===== src/rtl/sine_dds_gen.sv =====
// sine_dds_gen: DDS sine sample source for the waveform-shaping chain.
// A prescaler paces phase-accumulator ticks. Each tick captures the top
// eight phase bits plus an offset into stage 1. Stage 2 maps that phase
// through a folded quarter-wave LUT and presents it as a valid/ready
// output. A tick only fires when stage 1 can accept it, so samples are
// never dropped: backpressure stalls phase advance instead.
module sine_dds_gen #(
    parameter int PHASE_W = 24,
    parameter int DIV_W   = 16
) (
    input  logic               clk,
    input  logic               rst,
    input  logic               sync_clr,
    input  logic               enable,
    input  logic [DIV_W-1:0]   rate_div,
    input  logic [PHASE_W-1:0] freq_word,
    input  logic               load,
    input  logic [7:0]         phase_offset,
    output logic [7:0]         out_data,
    output logic               out_valid,
    input  logic               out_ready
);

    // Quarter-wave table: round(127 * sin(2*pi*k/256)) for k = 0..64.
    function automatic logic [7:0] quarter_sine(input logic [6:0] k);
        logic [7:0] q;
        case (k)
            7'd0:  q = 8'd0;   7'd1:  q = 8'd3;   7'd2:  q = 8'd6;   7'd3:  q = 8'd9;
            7'd4:  q = 8'd12;  7'd5:  q = 8'd16;  7'd6:  q = 8'd19;  7'd7:  q = 8'd22;
            7'd8:  q = 8'd25;  7'd9:  q = 8'd28;  7'd10: q = 8'd31;  7'd11: q = 8'd34;
            7'd12: q = 8'd37;  7'd13: q = 8'd40;  7'd14: q = 8'd43;  7'd15: q = 8'd46;
            7'd16: q = 8'd49;  7'd17: q = 8'd51;  7'd18: q = 8'd54;  7'd19: q = 8'd57;
            7'd20: q = 8'd60;  7'd21: q = 8'd63;  7'd22: q = 8'd65;  7'd23: q = 8'd68;
            7'd24: q = 8'd71;  7'd25: q = 8'd73;  7'd26: q = 8'd76;  7'd27: q = 8'd78;
            7'd28: q = 8'd81;  7'd29: q = 8'd83;  7'd30: q = 8'd85;  7'd31: q = 8'd88;
            7'd32: q = 8'd90;  7'd33: q = 8'd92;  7'd34: q = 8'd94;  7'd35: q = 8'd96;
            7'd36: q = 8'd98;  7'd37: q = 8'd100; 7'd38: q = 8'd102; 7'd39: q = 8'd104;
            7'd40: q = 8'd106; 7'd41: q = 8'd107; 7'd42: q = 8'd109; 7'd43: q = 8'd111;
            7'd44: q = 8'd112; 7'd45: q = 8'd113; 7'd46: q = 8'd115; 7'd47: q = 8'd116;
            7'd48: q = 8'd117; 7'd49: q = 8'd118; 7'd50: q = 8'd120; 7'd51: q = 8'd121;
            7'd52: q = 8'd122; 7'd53: q = 8'd122; 7'd54: q = 8'd123; 7'd55: q = 8'd124;
            7'd56: q = 8'd125; 7'd57: q = 8'd125; 7'd58: q = 8'd126; 7'd59: q = 8'd126;
            7'd60: q = 8'd126; 7'd61: q = 8'd127; 7'd62: q = 8'd127; 7'd63: q = 8'd127;
            7'd64: q = 8'd127;
            default: q = 8'd0;
        endcase
        return q;
    endfunction

    // Full-wave lookup built from the quarter table by quadrant folding.
    // The mirror index 64-i reaches entry 64 when i is 0, so the peak and
    // trough codes 255 and 1 are exact and the output never wraps.
    function automatic logic [7:0] sine_lookup(input logic [7:0] p);
        logic [6:0] fwd;
        logic [6:0] mir;
        logic [7:0] s;
        fwd = {1'b0, p[5:0]};
        mir = 7'd64 - {1'b0, p[5:0]};
        case (p[7:6])
            2'd0:    s = 8'd128 + quarter_sine(fwd);
            2'd1:    s = 8'd128 + quarter_sine(mir);
            2'd2:    s = 8'd128 - quarter_sine(fwd);
            2'd3:    s = 8'd128 - quarter_sine(mir);
            default: s = 8'd128;
        endcase
        return s;
    endfunction

    logic [PHASE_W-1:0] acc_r;
    logic [PHASE_W-1:0] freq_r;
    logic [DIV_W-1:0]   presc_r;
    logic [DIV_W-1:0]   presc_next_s;
    logic [7:0]         s1_p_r;
    logic               s1_valid_r;
    logic [7:0]         out_data_r;
    logic               out_valid_r;
    logic               s2_adv_s;
    logic               s1_accept_s;
    logic               tick_s;

    assign s2_adv_s    = !out_valid_r || out_ready;
    assign s1_accept_s = !s1_valid_r || s2_adv_s;
    assign tick_s      = enable && (presc_r == rate_div) && s1_accept_s;

    assign out_data  = out_data_r;
    assign out_valid = out_valid_r;

    // Prescaler next value: count up to rate_div, then wait there until the tick can fire.
    always_comb begin
        presc_next_s = presc_r;
        if (!enable) begin
            presc_next_s = presc_r;
        end else if (presc_r != rate_div) begin
            presc_next_s = presc_r + DIV_W'(1);
        end else if (tick_s) begin
            presc_next_s = '0;
        end else begin
            presc_next_s = presc_r;
        end
    end

    // Prescaler register.
    always_ff @(posedge clk or posedge rst) begin
        if (rst) begin
            presc_r <= '0;
        end else if (sync_clr) begin
            presc_r <= '0;
        end else begin
            presc_r <= presc_next_s;
        end
    end

    // Frequency word: changes only on load and survives sync_clr.
    always_ff @(posedge clk or posedge rst) begin
        if (rst) begin
            freq_r <= '0;
        end else if (sync_clr) begin
            freq_r <= freq_r;
        end else if (load) begin
            freq_r <= freq_word;
        end else begin
            freq_r <= freq_r;
        end
    end

    // Phase accumulator: advances once per tick with the current freq_r.
    always_ff @(posedge clk or posedge rst) begin
        if (rst) begin
            acc_r <= '0;
        end else if (sync_clr) begin
            acc_r <= '0;
        end else if (tick_s) begin
            acc_r <= acc_r + freq_r;
        end else begin
            acc_r <= acc_r;
        end
    end

    // Stage 1: capture the pre-update phase (plus offset) on each tick.
    always_ff @(posedge clk or posedge rst) begin
        if (rst) begin
            s1_p_r     <= 8'd0;
            s1_valid_r <= 1'b0;
        end else if (sync_clr) begin
            s1_p_r     <= 8'd0;
            s1_valid_r <= 1'b0;
        end else if (tick_s) begin
            s1_p_r     <= acc_r[PHASE_W-1 -: 8] + phase_offset;
            s1_valid_r <= 1'b1;
        end else if (s1_valid_r && s2_adv_s) begin
            s1_p_r     <= s1_p_r;
            s1_valid_r <= 1'b0;
        end else begin
            s1_p_r     <= s1_p_r;
            s1_valid_r <= s1_valid_r;
        end
    end

    // Stage 2: LUT output register, held stable while the consumer stalls.
    always_ff @(posedge clk or posedge rst) begin
        if (rst) begin
            out_data_r  <= 8'd128;
            out_valid_r <= 1'b0;
        end else if (sync_clr) begin
            out_data_r  <= 8'd128;
            out_valid_r <= 1'b0;
        end else if (s1_valid_r && s2_adv_s) begin
            out_data_r  <= sine_lookup(s1_p_r);
            out_valid_r <= 1'b1;
        end else if (out_valid_r && out_ready) begin
            out_data_r  <= out_data_r;
            out_valid_r <= 1'b0;
        end else begin
            out_data_r  <= out_data_r;
            out_valid_r <= out_valid_r;
        end
    end

endmodule


===== config.mk =====
export PLATFORM = sky130hd
export DESIGN_NAME = sine_dds_gen
export DESIGN_NICKNAME = d
export VERILOG_FILES = /design/src/rtl/sine_dds_gen.sv
export SDC_FILE = /design/constraint.sdc
export NUM_CORES = 1
export LEC_CHECK = 0
export CAP_MARGIN = 5
export CORE_MARGIN = 2
export CORE_UTILIZATION = 64
export DETAILED_ROUTE_END_ITERATION = 16
export PLACE_DENSITY_LB_ADDON = 0.2
export SLEW_MARGIN = 20
export SYNTH_ARGS = -nofsm -noshare
export SYNTH_HDL_FRONTEND = slang
export SYNTH_SLANG_ARGS = --single-unit

===== constraint.sdc =====
create_clock -name clk -period 6.9 [get_ports clk]
set_input_delay 1.38 -clock clk [delete_from_list [all_inputs] [get_ports clk]]
set_output_delay 1.38 -clock clk [all_outputs]
set_load 0.03 [all_outputs]

Word level (Yosys, flattened, before mapping):

Memories as Yosys holds them, arrays and structs flattened.
Index checks and enable logic that the tools add are counted.
W data, S select, Z words.

* flip-flop bits (word level): 82
* ROM bits: 2688
* input port bits: 54
* output and inout bits: 9
* logic and storage cells: 71
* memories: 4

* add/sub/neg operators: 8
* eq/ne operators: 5
* mux-type cells: 29
* bitwise logic cells: 1
* reductions and logical operators: 17

Memory list
* (name not given): depth 128, width 7, read ports 1, clocked after memory_dff 0, write ports 0, RTL line 27 `case (k)`
* (name not given): depth 128, width 7, read ports 1, clocked after memory_dff 0, write ports 0, RTL line 27
* (name not given): depth 64, width 7, read ports 1, clocked after memory_dff 0, write ports 0, RTL line 27
* (name not given): depth 64, width 7, read ports 1, clocked after memory_dff 0, write ports 0, RTL line 27

Operators by type and width (number)
* $mux W8: 16
* $mux W16: 4
* $mux W24: 2
* $pmux W8 S4: 1
* $add A24 B24 Y24: 1
* $add A16 B1 Y16 const B: 1
* $add A8 B8 Y8 const A: 2
* $eq A16 B16 Y1: 1
* $ne A16 B16 Y1: 1
* $sub A8 B8 Y8 const A: 2
* $reduce_bool A3 Y1: 3
* $add A8 B8 Y8: 1
* $sub A7 B6 Y7 const A: 1
* $mux W1: 6
* $reduce_bool A2 Y1: 3
* $eq A2 B2 Y1 const B: 2
* $logic_and A1 B1 Y1: 4
* $reduce_and A2 Y1: 2
* $eq A2 B1 Y1 const B: 1
* $logic_not A1 Y1: 2
* $logic_not A2 Y1: 1
* $logic_or A1 B1 Y1: 2
* $not A1 Y1: 1

Longest topological paths before layout:

Gate-level depths: netlist of the first run.

* depth after elaboration: 9
* mapped depth: 18
* depth with buffers taken out: 15

Worst setup path after synthesis of the first run:

OpenSTA, ideal clock, no wires.

* kind: register to register
* start point: reg s1_p_r[1]
* end point: reg out_data_r[6] (netlist: out_data[6])
* arrival time: 4137 ps
* data required time: 6831 ps
* slack: 2694 ps
* cell stages (with the launch flop): 18
* cell sequence: dfrtp_1 > clkbuf_1 > inv_1 > ha_1 > inv_1 > ha_1 > clkbuf_1 > clkbuf_1 > o21ai_0 > a21oi_1 > a22oi_1 > a2111oi_0 > nand2b_1 > ha_1 > inv_1 > or3_1 > or4b_1 > nand3_1

* cells in the longest elaborated chain, start to end: 9
* elaborated cells between the ends (all ways): 24

RTL lines
* start, declared: RTL line 73 `logic [7:0] s1_p_r;`
* start signal, assigned: RTL line 148 `s1_p_r <= acc_r[PHASE_W-1 -: 8] + phase_offset;`
* start signal, assigned: RTL line 151 `s1_p_r <= s1_p_r;`
* start signal, assigned: RTL line 154 `s1_p_r <= s1_p_r;`
* $sub A7 B6 Y7: RTL line 58 `mir = 7'd64 - {1'b0, p[5:0]};`
* $mem_v2 Z128 W7
* $mux W8: RTL line 59 `case (p[7:6])`
* $mux W8: RTL line 167 `end else if (s1_valid_r && s2_adv_s) begin`
* $mux W8: RTL line 164 `end else if (sync_clr) begin`
* $sub A8 B8 Y8 or $add A8 B8 Y8 (tied branches): RTL line 63, 61
* $pmux W8 S4 *: RTL line 59
* $mux W8 *: RTL line 167
* $mux W8 *: RTL line 164
* end signal, assigned: RTL line 168 `out_data_r <= sine_lookup(s1_p_r);`
* end signal, assigned: RTL line 171 `out_data_r <= out_data_r;`
* end signal, assigned: RTL line 174 `out_data_r <= out_data_r;`
* end, declared: RTL line 75 `logic [7:0] out_data_r;`

Mark *: on every way between the ends. The rest lies on a longest branch, timed or not. The select of a mux whose other input is x is not followed.
A chain may end at the register's enable or synchronous reset.

Final worst setup path of the first run:

* start point: reg s1_p_r[2]
* end point: reg out_data_r[6] (netlist: out_data[6])

The elaborated chain is that of the path after synthesis.

==> results.yml, run 1 <==
synth:
  postSynthCellCount: 766
  ys_ff_latch: 82
  synth_nets: 869
  synthFlopType: "dfrtp_1"
  avgSynthCellArea_um2: 8.77
  synth_cell_types: 78
  synth_warnings: 0
  ys_seq_area_share_pct: 30.6
  synth-edff-count: 0
  ys_async_sr_fraction_pct: 100
  synth_area_um2: 6720
detailed_routing:
  drt-initial-drc-count: 641
  drt-vias-per-instance: 6.49
  routed-via-count: 6124
  drt_wl_total_mm: 16.5
  first_pass_iters: 6
  ant_nets: 0
  drc: 0
  wl_per_cell_um: 17.4
sta:
  finalMaxSlewViolations: 0
  skew_ns: 0.0197
  setup_viol: 0
  final.setup.tns_ns: 0
  slew_headroom_pct: 34.2
  fin_ws_ns: 2.01
  tightest_slew_ns: 0.974
  max_freq_mhz: 205
  rsz0062_at_grt: "false"
  timing.final.hold_violations: 0
  finalCriticalPeriod_ns: 4.89
  period_share_pct: 70.8
cells_and_area:
  drive_gt1_share_pct: 8.79
  insertedDiodeCount: 0
  nets: 906
  syn_to_final_growth_pct: 13.0
  final_cell_mix: "nor2_1 (91), dfrtp_1 (81), a21oi_1 (68), clkdlybuf4s50_1 (62), ha_1 (47)"
  final_common_cell: "nor2_1"
run:
  drv_cap: 0
setup_path:
  worstSetupPathType: "flip-flop to flip-flop"
  path_buf_inv: 2
  reg2reg_from: "s1_p_r[2]"
  cp.depth: 13
  reg2reg_depth: 13
  slowest_delay_ns: 0.95
  crit_start: "s1_p_r[2]"
  cp_data_arrival_time_ns: 5.18
  cp-start-kind: "flip-flop"
  crit_chain: "inv_1 > ha_1 > and2b_4 > xnor2_2 > mux4_1 > a22oi_1 > a2111oi_0 > nand2b_1 > ha_1 > inv_1 > or3_1 > or4b_1 > nand3_1"
  cp_top_family: "simple AND/OR/NAND/NOR gates"
  end_kind: "flip-flop"
  path_max_fanout: 30
  cpMaxStageDelayCell: "dfrtp_1"
  crit_required_ns: 7.19
placed_design:
  routabilityCongestion: 1.01
  io_buffers: 62
  place_hpwl_mm: 11.9
  pre_cts_ws_ns: 2.07
power_and_ir_drop:
  leakagePower_nw: 3.29
  ir_drop_mv: 0.144
  power_density_nw_per_um2: 138
clocking:
  cts-resized-gates: 0
  tritoncts: "done"
  postCtsSetupBuffers: 0
  cts_num_sinks: 82
  max-clock-path-buffers: 2
  cts_hold_buf: 0
  clock_latency_ns: 0.36
  cts_buffers: 9
  h-tree-depth: 3
  clk_pin_slew_ns: 0.08
  root_buffer: "clkbuf_8"
floorplan:
  die-area_um2: 11300
  fp-row-count: 37
  fp.dieW_um: 106
  die_y_um: 106
  io-pin-count: 63
  core_area_um2: 10300
  start_util_pct: 65.3
global_route:
  antenna_found_initial: 0
  grt_pass1_wl_mm: 27.4
  grt_pass1_vias: 5938
  gr-total-overflow: 0
  grtUsageTotal_pct: 29.8
  grt_start_max_net_pins: 83
hold_path:
  holdCritPathClass: "flip-flop to flip-flop"
  hold_start: "out_data[7]"
  min_path_cells: 2
outcome:
  status: "completed"
[synth_stat cells (4+ instances only)]
cell type	count	share of area (%)
nand3_1	18	1.3
xnor2_1	40	5.2
nand3b_1	5	0.56
nand2_1	43	2.4
a211o_1	5	0.65
a31oi_1	8	0.75
o21bai_1	6	0.67
a21oi_1	69	5.1
a211oi_1	11	1.2
nand4_1	12	1.1
mux4_2	4	1.3
buf_2	6	0.45
xor2_1	13	1.7
nor2b_1	11	1.0
ha_1	47	8.8
dfrtp_1	81	30
nor3_1	19	1.4
mux2i_1	13	1.9
mux2_2	26	4.4
nand2b_1	10	0.93
a21o_1	14	1.6
and3_1	4	0.37
nor4_1	6	0.56
clkbuf_1	30	1.7
o211ai_1	6	0.67
a22o_1	4	0.52
o21ai_0	43	3.2
or3_1	4	0.37
xnor2_2	4	0.97
or2_2	4	0.37
o31ai_1	12	1.3
a311oi_1	4	0.52
o21a_1	4	0.45
nor2_1	91	5.1
and2_1	6	0.56
inv_1	18	1.0
[worst paths after layout]
kind                                     to  slack [ns]
worst max-delay path            out_data[6]        2.01
worst min-delay path            out_data[7]        0.46
worst max register to register  out_data[6]        2.01
worst min register to register  out_data[7]        0.46
max in group asynchronous         out_valid        4.84
min in group asynchronous        presc_r[6]        1.53
[layout make-up]
type                       instances  area, um2
inverter                          20       76.3
clock buffer                      10        138
multi-input combinational        624       4430
tap                              136        170
sequential                        82       2050
timing repair buffer              66        654
fill                             792       2690
clock inverter                     6       71.3
[power by group]
part | switching, mW | internal, mW | total (mW)
logic | 0.0772 | 0.0818 | 0.159
registers | 0.0153 | 0.502 | 0.517
clock network | 0.190 | 0.182 | 0.372
[cells by family (layout without fill, tap and decap cells)]
| group | after synthesis | count (layout) | synth area share, % |
|---|---|---|---|
| mux | 44 | 44 | 8.03 |
| simple gates | 253 | 253 | 19.1 |
| compound gates | 221 | 221 | 21.3 |
| buf+inv | 60 | 102 | 3.75 |
| xor+xnor | 57 | 57 | 7.88 |
| flops | 82 | 82 | 30.6 |
| fa+ha+maj | 49 | 49 | 9.35 |
[metrics by stage]
stage	power, mW	hold WS (ns)	instances	util (%)	instance area [um2]
2_1_floorplan	0.625	0.484	766	-	6720
3_3_place_gp	0.676	0.455	928	71.7	7370
3_5_place_dp	0.684	0.457	928	71.7	7370
4_1_cts	1.05	0.469	944	73.7	7580
5_1_grt	1.09	0.482	944	73.8	7590
6_report	1.05	0.463	944	73.8	7590
[registers in the layout (all words and copies together) (netlist names)]
signal / flops
acc_r: 24
freq_r: 24
presc_r: 16
out_data: 8
s1_p_r: 8
out_valid: 1
s1_valid_r: 1
[routing by layer]
| layer | part of all wire (%) | global-route usage [%] |
|---|---|---|
| met5 | 0 | 0 |
| met4 | 2.0 | 10.0 |
| met3 | 7.9 | 6.87 |
| met2 | 49 | 49.3 |
| met1 | 41 | 38.8 |
[worst register-to-register path: cells and delay by family, from the launching register on]
kind	cells	cell delay, ns
buf+inv	2	0.42
compound gates	2	0.53
mux	1	0.36
xor+xnor	1	0.49
flops	1	0.95
simple gates	5	1.46
fa+ha+maj	2	0.61
No activity file was read; power rests on OpenSTA's default activity.
==> inputs of run 2 (changes only) <==
- CORE_UTILIZATION: 64 -> 59
- clock period: 6.9 -> 4.77 ns (I/O delays scaled with it)
==> run 2 against run 1 <==
Total power up 67%; sequential share of layout area fell by 0.75 points; worst hold slack improved by 0.0052 ns; clock skew decreased by 0.0075 ns; die area rose by 8.2%; count of clock-buffer cells in the layout fell by 1; fmax increased by 18%; register-to-register slack got worse by 1.4 ns; critical path type unchanged; first-iteration DRC count is 15% lower; highest routed layer unchanged.
==> results.yml, run 2 (synthesis results as in run 1) <==
detailed_routing:
  wl_met1_mm: 7.43
  highest_layer: "met4"
  wl_met3_mm: 1.10
  routed-via-count: 6120
  drt-initial-drc-count: 545
  ant_nets: 0
  drc: 0
  drt_wl_total_mm: 17.5
  wl_per_cell_um: 18.2
  drt-vias-per-instance: 6.36
  route.met2.wl_mm: 8.65
  first_pass_iters: 5
sta:
  timing.final.hold_violations: 0
  setup_viol: 0
  finalCriticalPeriod_ns: 4.12
  slew_headroom_pct: 39.0
  max_freq_mhz: 243
  final.setup.tns_ns: 0
  period_share_pct: 86.4
  skew_ns: 0.0122
  rsz0062_at_grt: "false"
  tightest_slew_ns: 0.904
  finalMaxSlewViolations: 0
floorplan:
  start_util_pct: 61.1
  fp-row-count: 38
  io-pin-count: 63
  die-area_um2: 12300
  fp.dieW_um: 111
  die_y_um: 111
  core_area_um2: 11000
setup_path:
  crit_required_ns: 5.05
  end_kind: "flip-flop"
  path_max_fanout: 16
  cp_data_arrival_time_ns: 4.40
  cp_top_family: "simple AND/OR/NAND/NOR gates"
  cp-start-kind: "flip-flop"
  worstSetupPathType: "flip-flop to flip-flop"
  path_buf_inv: 3
  slowest_delay_ns: 0.59
  crit_chain: "inv_1 > ha_1 > inv_1 > ha_1 > or4bb_1 > o21ai_0 > nor2_1 > o31ai_1 > o31ai_1 > a21oi_1 > ha_1 > inv_1 > or3_1 > or4b_1 > nand3_1"
  cpMaxStageDelayCell: "ha_1"
clocking:
  cts-resized-gates: 0
  clk_pin_slew_ns: 0.07
  cts_hold_buf: 0
  cts_num_sinks: 82
  cts_buffers: 9
  root_buffer: "clkbuf_16"
  max-clock-path-buffers: 2
  postCtsSetupBuffers: 0
  clock_latency_ns: 0.35
  h-tree-depth: 3
  tritoncts: "done"
cells_and_area:
  nets: 920
  nFillCells: 802
  final_common_cell: "nor2_1"
  drive_gt1_share_pct: 10.2
  syn_to_final_growth_pct: 16.3
  multi_input_area_um2: 4420
  seq_area_um2: 2050
  reg.largest.list: "acc_r x24, freq_r x24, presc_r x16"
  insertedDiodeCount: 0
  fin_cells: 962
  final_cell_mix: "nor2_1 (91), dfrtp_1 (81), a21oi_1 (69), clkdlybuf4s50_1 (62), ha_1 (47)"
global_route:
  gr-total-overflow: 0
  antenna_found_initial: 0
  grt_pass1_vias: 6060
  grt_start_max_net_pins: 54
  grt_pass1_wl_mm: 29.5
  grtUsageTotal_pct: 29.2
placed_design:
  placed_cells: 946
  place_hpwl_mm: 12.9
  routabilityCongestion: 0.954
  io_buffers: 62
hold_path:
  holdCritPathClass: "flip-flop to flip-flop"
power_and_ir_drop:
  leakagePower_nw: 3.41
  ir_drop_mv: 0.241
  power_mw: 1.75
  power_density_nw_per_um2: 224
outcome:
  status: "completed"
run:
  drv_cap: 0
-- run 2: changes by cell type in the layout (fill, tap and decap cells not counted), sizes merged --
cell      delta
buf         +14
clkbuf       -1
clkinv       +1
clkinvlp     -1
bufinv       +1
-- run 2: final cells by class --
type,count,share of cell area (%)
well taps,140,2.24
repair buffers,80,9.68
multi-input cells,624,56.7
clock inverters,7,1.27
inverters,20,0.978
flip-flops and latches,82,26.3
clock buffers,9,2.88
-- run 2: power breakdown --
| part | internal (mW) | switching (mW) |
|---|---|---|
| Sequential | 0.727 | 0.0218 |
| Combinational | 0.118 | 0.112 |
| Clock | 0.464 | 0.308 |
-- run 2: layer usage --
| metal | GRT usage (%) | up-vias |
|---|---|---|
| met5 | 0 | - |
| met4 | 8.42 | 0 |
| met3 | 4.87 | 28 |
| met2 | 50.1 | 203 |
| met1 | 38.0 | 2970 |
| li1 | - | 2919 |
-- run 2: through the flow --
step           hold WS (ns)  cell area (um2)  util (%)  worst slack [ns]
2_1_floorplan         0.484             6720         -             0.564
3_3_place_gp          0.450             7480      68.1             0.892
3_5_place_dp          0.458             7480      68.1             0.746
4_1_cts               0.469             7800      71.0             0.707
5_1_grt               0.498             7810      71.1             0.355
6_report              0.468             7810      71.1             0.646
-- run 2: tightest hold or removal path, stage by stage (launching register included) --
cell	delay (ns)
dfstp_2	0.37
inv_1	0.05
a32oi_1	0.05
-- run 2: worst paths after layout --
| kind | startpoint | to | slack (ns) | cells past startpoint |
|---|---|---|---|---|
| min in group asynchronous | rst | acc_r[17] | 1.08 | 2 |
| max in group asynchronous | rst | acc_r[4] | 2.78 | 3 |
| worst min-delay path | out_data[7] | out_data[7] | 0.47 | 2 |
| worst max register to register | s1_p_r[1] | out_data[6] | 0.65 | 15 |
| worst min register to register | out_data[7] | out_data[7] | 0.47 | 2 |
| worst max-delay path | s1_p_r[1] | out_data[6] | 0.65 | 15 |
